<file path="src/rtl/point_packer.sv">
// Packs a stream of DATA_W-bit point records into LANES-wide words (record 0 in the low bits).
// A flush emits a partially filled word with its lane count and pulses done once that word drains.
module point_packer #(
    parameter int unsigned DATA_W = 128,
    parameter int unsigned LANES  = 4
) (
    input  logic                      clk,
    input  logic                      reset_n,
    input  logic [DATA_W-1:0]         in_data,
    input  logic                      in_valid,
    output logic                      in_ready,
    input  logic                      flush,
    output logic [DATA_W*LANES-1:0]   out_data,
    output logic                      out_valid,
    input  logic                      out_ready,
    output logic [2:0]                out_count,
    output logic                      done
);

    localparam int unsigned OUT_W  = DATA_W * LANES;
    localparam int unsigned CNT_W  = $clog2(LANES + 1);
    localparam int unsigned LANE_W = (LANES > 1) ? $clog2(LANES) : 1;
    localparam logic [CNT_W-1:0] FULL_CNT = CNT_W'(LANES);

    logic [LANES-1:0][DATA_W-1:0] asm_q, asm_d;
    logic [CNT_W-1:0]             cnt_q, cnt_d;
    logic                         flush_pend_q, flush_pend_d;
    logic                         flush_word_q, flush_word_d;
    logic [OUT_W-1:0]             out_data_d;
    logic [2:0]                   out_count_d;
    logic                         out_valid_d;
    logic                         done_d;

    logic accept;
    logic slot_free;
    logic out_hs;

    // Ready depends only on registered state so upstream sees no combinational path from out_ready.
    assign in_ready  = (cnt_q < FULL_CNT) && !flush_pend_q;
    assign accept    = in_valid && in_ready;
    assign slot_free = !out_valid || out_ready;
    assign out_hs    = out_valid && out_ready;

    always_comb begin
        asm_d        = asm_q;
        cnt_d        = cnt_q;
        flush_pend_d = flush_pend_q | flush;
        flush_word_d = flush_word_q;
        out_data_d   = out_data;
        out_count_d  = out_count;
        out_valid_d  = out_valid;
        done_d       = out_hs && flush_word_q;

        if (out_hs) begin
            out_valid_d  = 1'b0;
            flush_word_d = 1'b0;
        end

        if (accept) begin
            asm_d[LANE_W'(cnt_q)] = in_data;
            cnt_d                 = cnt_q + CNT_W'(1);
        end

        // Flush pending blocks new beats, so its resolution never races an accept.
        if (flush_pend_q && slot_free) begin
            flush_pend_d = 1'b0;
            if (cnt_q != '0) begin
                out_data_d   = asm_q;
                out_count_d  = 3'(cnt_q);
                out_valid_d  = 1'b1;
                flush_word_d = 1'b1;
                asm_d        = '0;
                cnt_d        = '0;
            end else begin
                done_d = 1'b1;
            end
        end else if ((cnt_d == FULL_CNT) && slot_free) begin
            out_data_d  = asm_d;
            out_count_d = 3'(FULL_CNT);
            out_valid_d = 1'b1;
            asm_d       = '0;
            cnt_d       = '0;
        end
    end

    always_ff @(posedge clk or negedge reset_n) begin
        if (!reset_n) begin
            asm_q        <= '0;
            cnt_q        <= '0;
            flush_pend_q <= 1'b0;
            flush_word_q <= 1'b0;
            out_data     <= '0;
            out_count    <= '0;
            out_valid    <= 1'b0;
            done         <= 1'b0;
        end else begin
            asm_q        <= asm_d;
            cnt_q        <= cnt_d;
            flush_pend_q <= flush_pend_d;
            flush_word_q <= flush_word_d;
            out_data     <= out_data_d;
            out_count    <= out_count_d;
            out_valid    <= out_valid_d;
            done         <= done_d;
        end
    end

endmodule

</file>
<file path="config.mk">
export PLATFORM = sky130hd
export DESIGN_NAME = point_packer
export DESIGN_NICKNAME = d
export VERILOG_FILES = /design/src/rtl/point_packer.sv
export SDC_FILE = /design/constraint.sdc
export NUM_CORES = 2
export LEC_CHECK = 0
export BUFFER_PORTS_ARGS = -buffer_cell sky130_fd_sc_hd__buf_4
export CAP_MARGIN = 15
export CORE_ASPECT_RATIO = 1.5
export CORE_MARGIN = 1
export CORE_UTILIZATION = 40
export DETAILED_ROUTE_END_ITERATION = 8
export GPL_ROUTABILITY_DRIVEN = 0
export SETUP_SLACK_MARGIN = 0.4
export SYNTH_ARGS = -nofsm -noshare
export SYNTH_HDL_FRONTEND = slang
export SYNTH_SLANG_ARGS = --single-unit
</file>
<file path="constraint.sdc">
create_clock -name clk -period 5.3 [get_ports clk]
set_input_delay 1.06 -clock clk [delete_from_list [all_inputs] [get_ports clk]]
set_output_delay 1.06 -clock clk [all_outputs]
set_load 0.01 [all_outputs]
</file>
==> tab_implementation.tex <==
\begin{tabular}{lr}
\hline
Metric & Value \\
\hline
\multicolumn{2}{l}{\textbf{STA}} \\
\quad Total negative slack for setup checks & 0 ns \\
\quad Setup clock skew after layout & 0.0373 ns \\
\quad Tcrit/Tclk final & 54.4\% \\
\quad Hold slack final & 0.416 ns \\
\quad Top achievable clock speed & 347 MHz \\
\quad Final-report max-slew violation count & 0 \\
\quad Worst slew pin tran & 0.976 ns \\
\quad RSZ-0062 raised after global routing & false \\
\quad Slew headroom & 34.9\% \\
\quad Clock period minus final worst setup slack & 2.88 ns \\
\quad Final Hold Viols & 0 \\
\quad Final count of negative-setup-slack endpoints & 0 \\
\multicolumn{2}{l}{\textbf{Logic synthesis}} \\
\quad Number of nets in the synthesized netlist & 3556 \\
\quad Sequential cell area fraction in the yosys report & 64.0\% \\
\quad EDFF count, synth & 0 \\
\quad Number of distinct library cell variants in the gate-level netlist after synthesis & 29 \\
\quad Ys flop type & sky130\_fd\_sc\_hd\_\_dfrtp\_1 \\
\quad Most numerous cell in the Yosys netlist & sky130\_fd\_sc\_hd\_\_dfrtp\_1 \\
\quad Cell type with the highest aggregate area in the netlist & sky130\_fd\_sc\_hd\_\_dfrtp\_1 \\
\quad Post-Synthesis Mean Instance Area & 11.8 um\^{}2 \\
\quad Synth cell count leaders & 1034 x sky130\_fd\_sc\_hd\_\_dfrtp\_1, 1032 x sky130\_fd\_sc\_hd\_\_nor2\_1, 513 x sky130\_fd\_sc\_hd\_\_mux2i\_1 \\
\quad Leading cell types by total area after synthesis & sky130\_fd\_sc\_hd\_\_dfrtp\_1 64\%, sky130\_fd\_sc\_hd\_\_mux2i\_1 13\%, sky130\_fd\_sc\_hd\_\_nor2\_1 9.6\% \\
\quad Post-synth design cell area & 40400 um\^{}2 \\
\quad Number of instances in the synthesized netlist & 3419 \\
\quad Fraction of registers with async set or reset after synthesis & 100\% \\
\quad Area share of the largest cell type after synthesis & 64.0\% \\
\quad Number of storage elements in the synthesis netlist & 1034 \\
\quad Synth Warn \# & 0 \\
\multicolumn{2}{l}{\textbf{Pwr}} \\
\quad Worst VDD drop & 479 uV \\
\quad Static power due to leakage & 0.0236 uW \\
\quad Pwr dens & 725 nW/um\^{}2 \\
\quad PnR Total Power & 36200 uW \\
\multicolumn{2}{l}{\textbf{Worst setup path}} \\
\quad Crit-path leading delay family & simple AND/OR/NAND/NOR gates \\
\quad Worst Path Max Fanout & 96 \\
\quad Cell with the largest stage delay on the worst path & sky130\_fd\_sc\_hd\_\_or2\_4 \\
\quad Largest stage delay on the critical path & 0.61 ns \\
\quad Crit path kind & flip-flop to flip-flop \\
\quad Crit path launch type & flip-flop \\
\quad Register-to-register setup slack & 2.42 ns \\
\quad Sort of element at the end of the critical path & flip-flop \\
\quad Number of buffer and inverter stages on the critical path & 1 \\
\quad Required time reported for the critical path endpoint & 5.85 ns \\
\quad Critical-path cell list & nor3b\_4 > mux2i\_1 > or2\_4 > buf\_12 > a22oi\_1 \\
\quad Crit path DAT & 3.43 ns \\
\multicolumn{2}{l}{\textbf{Global route}} \\
\quad GRT Residual Overflow & 0 \\
\quad Largest net degree at the start of global routing & 185 \\
\quad Vias in the first global route & 28082 \\
\quad Global-route wire length before repair & 176000 um \\
\quad Number of antenna violations at the first check in global routing & 4 \\
\quad Gr usage total & 22.3\% \\
\multicolumn{2}{l}{\textbf{Floorplan}} \\
\quad Floorplan die height & 391 um \\
\quad Num ports & 651 \\
\quad Placement row count & 142 \\
\quad Core area & 100000 um\^{}2 \\
\quad Initial Util & 40.4\% \\
\quad Horiz. Die Dim & 262 um \\
\quad Full die area & 102000 um\^{}2 \\
\multicolumn{2}{l}{\textbf{Drt}} \\
\quad Routed wire length per instance & 21.7 um \\
\quad Routed Antenna Nets & 0 \\
\quad Overall via count from detail\_route & 28161 \\
\quad Total iterations of the first detailed-routing run & 5 \\
\quad Post-detailed-route via-to-cell ratio & 5.28 \\
\quad Wire length after detailed routing & 116000 um \\
\quad Number of design-rule violations left by the first detailed-router iteration & 2433 \\
\quad Drt drc & 0 \\
\multicolumn{2}{l}{\textbf{Clock tree}} \\
\quad Post-cts resize count & 0 \\
\quad Cell at the root of the clock tree & sky130\_fd\_sc\_hd\_\_clkbuf\_16 \\
\quad Post-CTS setup-driven buffer insertion count & 0 \\
\quad Clock latency of the later-clocked register in the worst-skew pair & 0.70 ns \\
\quad Clock-pin slew on the worst setup and hold paths & 0.06 ns \\
\quad TritonCTS buffer count & 100 \\
\quad TritonCTS clock tree & built \\
\quad Number of levels in the clock H-tree & 3 \\
\quad Maximum buffer depth of the clock tree & 3 \\
\quad CTS sink count & 1034 \\
\quad CTS Hold Buffers Added & 0 \\
\multicolumn{2}{l}{\textbf{Final layout}} \\
\quad Final layout net count & 4087 \\
\quad Area growth, synth to finish & 23.5\% \\
\quad Share of post-route cells with drive strength above 1 & 22.3\% \\
\multicolumn{2}{l}{\textbf{Job}} \\
\quad Count of maximum capacitance violations & 0 \\
\multicolumn{2}{l}{\textbf{Placed design}} \\
\quad Number of I/O port buffers & 650 \\
\quad DP HPWL & 73400 um \\
\multicolumn{2}{l}{\textbf{Min path}} \\
\quad Type of the most critical hold path & input pin to asynchronous set/reset pin \\
\multicolumn{2}{l}{\textbf{Outcome}} \\
\quad Run status & completed \\
\hline
\end{tabular}
[sequential cells by signal, summed over array words and instances (netlist names)]
register / count
cnt_q: 3
flush_word_q: 1
out_valid: 1
done: 1
asm_q: 512
out_data: 512
flush_pend_q: 1
out_count: 3
[per-layer routing]
layer / vias up / global-route usage, % / part of all wire [%]
met5: - / 0 / 0.029
met4: 4 / 7.65 / 2.9
met3: 154 / 5.99 / 7.2
met2: 777 / 35.1 / 47
met1: 14427 / 29.6 / 42
li1: 12799 / - / -
[power breakdown]
| group | total (uW) | internal (uW) | switching [uW] |
|---|---|---|---|
| Combinational | 15500 | 6470 | 8980 |
| Clock | 7330 | 4160 | 3180 |
| Sequential | 13400 | 11700 | 1670 |
| Total | 36200 | 22400 | 13800 |
[metrics by stage]
stage                     area [um^2]  util (%)  setup slack [ns]  instances
after floorplan                 40400         -              2.81       3419
after CTS                       49900      49.9              2.44       5326
after global placement          46500      46.5              1.96       5144
final                           49900      49.9              2.42       5329
after detailed placement        46500      46.5              1.86       5144
after global routing            49900      49.9              2.28       5328
[layout by cell type, fill, tap and decap left out, types with 2 or more instances in the layout]
cell type and instances:
sky130_fd_sc_hd__ha_1 4, sky130_fd_sc_hd__nand2_1 6, sky130_fd_sc_hd__diode_2 3, sky130_fd_sc_hd__and2_4 2
sky130_fd_sc_hd__inv_1 2, sky130_fd_sc_hd__buf_12 39, sky130_fd_sc_hd__bufinv_16 5, sky130_fd_sc_hd__o21ai_0 4
sky130_fd_sc_hd__nor2_1 1032, sky130_fd_sc_hd__clkbuf_8 26, sky130_fd_sc_hd__buf_4 677, sky130_fd_sc_hd__inv_6 3
sky130_fd_sc_hd__nand3_1 2, sky130_fd_sc_hd__clkinv_2 20, sky130_fd_sc_hd__a22oi_1 512, sky130_fd_sc_hd__nor2b_1 2
sky130_fd_sc_hd__nand2b_1 2, sky130_fd_sc_hd__dfrtp_1 1034, sky130_fd_sc_hd__clkinvlp_4 12, sky130_fd_sc_hd__inv_16 2
sky130_fd_sc_hd__clkbuf_16 102, sky130_fd_sc_hd__a21oi_1 6, sky130_fd_sc_hd__clkbuf_1 9, sky130_fd_sc_hd__mux2i_1 513
[worst paths after layout]
kind	startpoint	end	cells after the start
hold reg to reg	flush_word_q	flush_word_q	2
max in group asynchronous	reset_n	out_data[387]	2
setup reg to reg	flush_pend_q	out_data[85]	5
hold / removal	reset_n	asm_q[503]	1
min in group clk	flush_word_q	flush_word_q	2
setup / recovery	flush_pend_q	out_data[85]	5
[logic make-up (layout without fill, tap and decap cells)]
family	Yosys count	after routing	share of synthesized area, %
buf+inv	290	901	3.58
simple gates	1053	1053	9.91
xor+xnor	1	1	0.0217
compound gates	524	524	9.67
other cells	0	3	0
fa+ha+maj	4	4	0.124
flops	1034	1034	64.0
mux	513	513	12.7
[area by class of cell]
cell class	count	area (um^2)
Inverter	2	7.51
Tap cell	1296	1620
Timing Repair Buffer	717	5880
Clock inverter	45	462
Clock buffer	137	2940
Antenna cell	3	7.51
Fill cell	9069	50100
Sequential cell	1034	25900
Multi-Input combinational cell	2095	13200
Power figures use the tool's default switching activity.
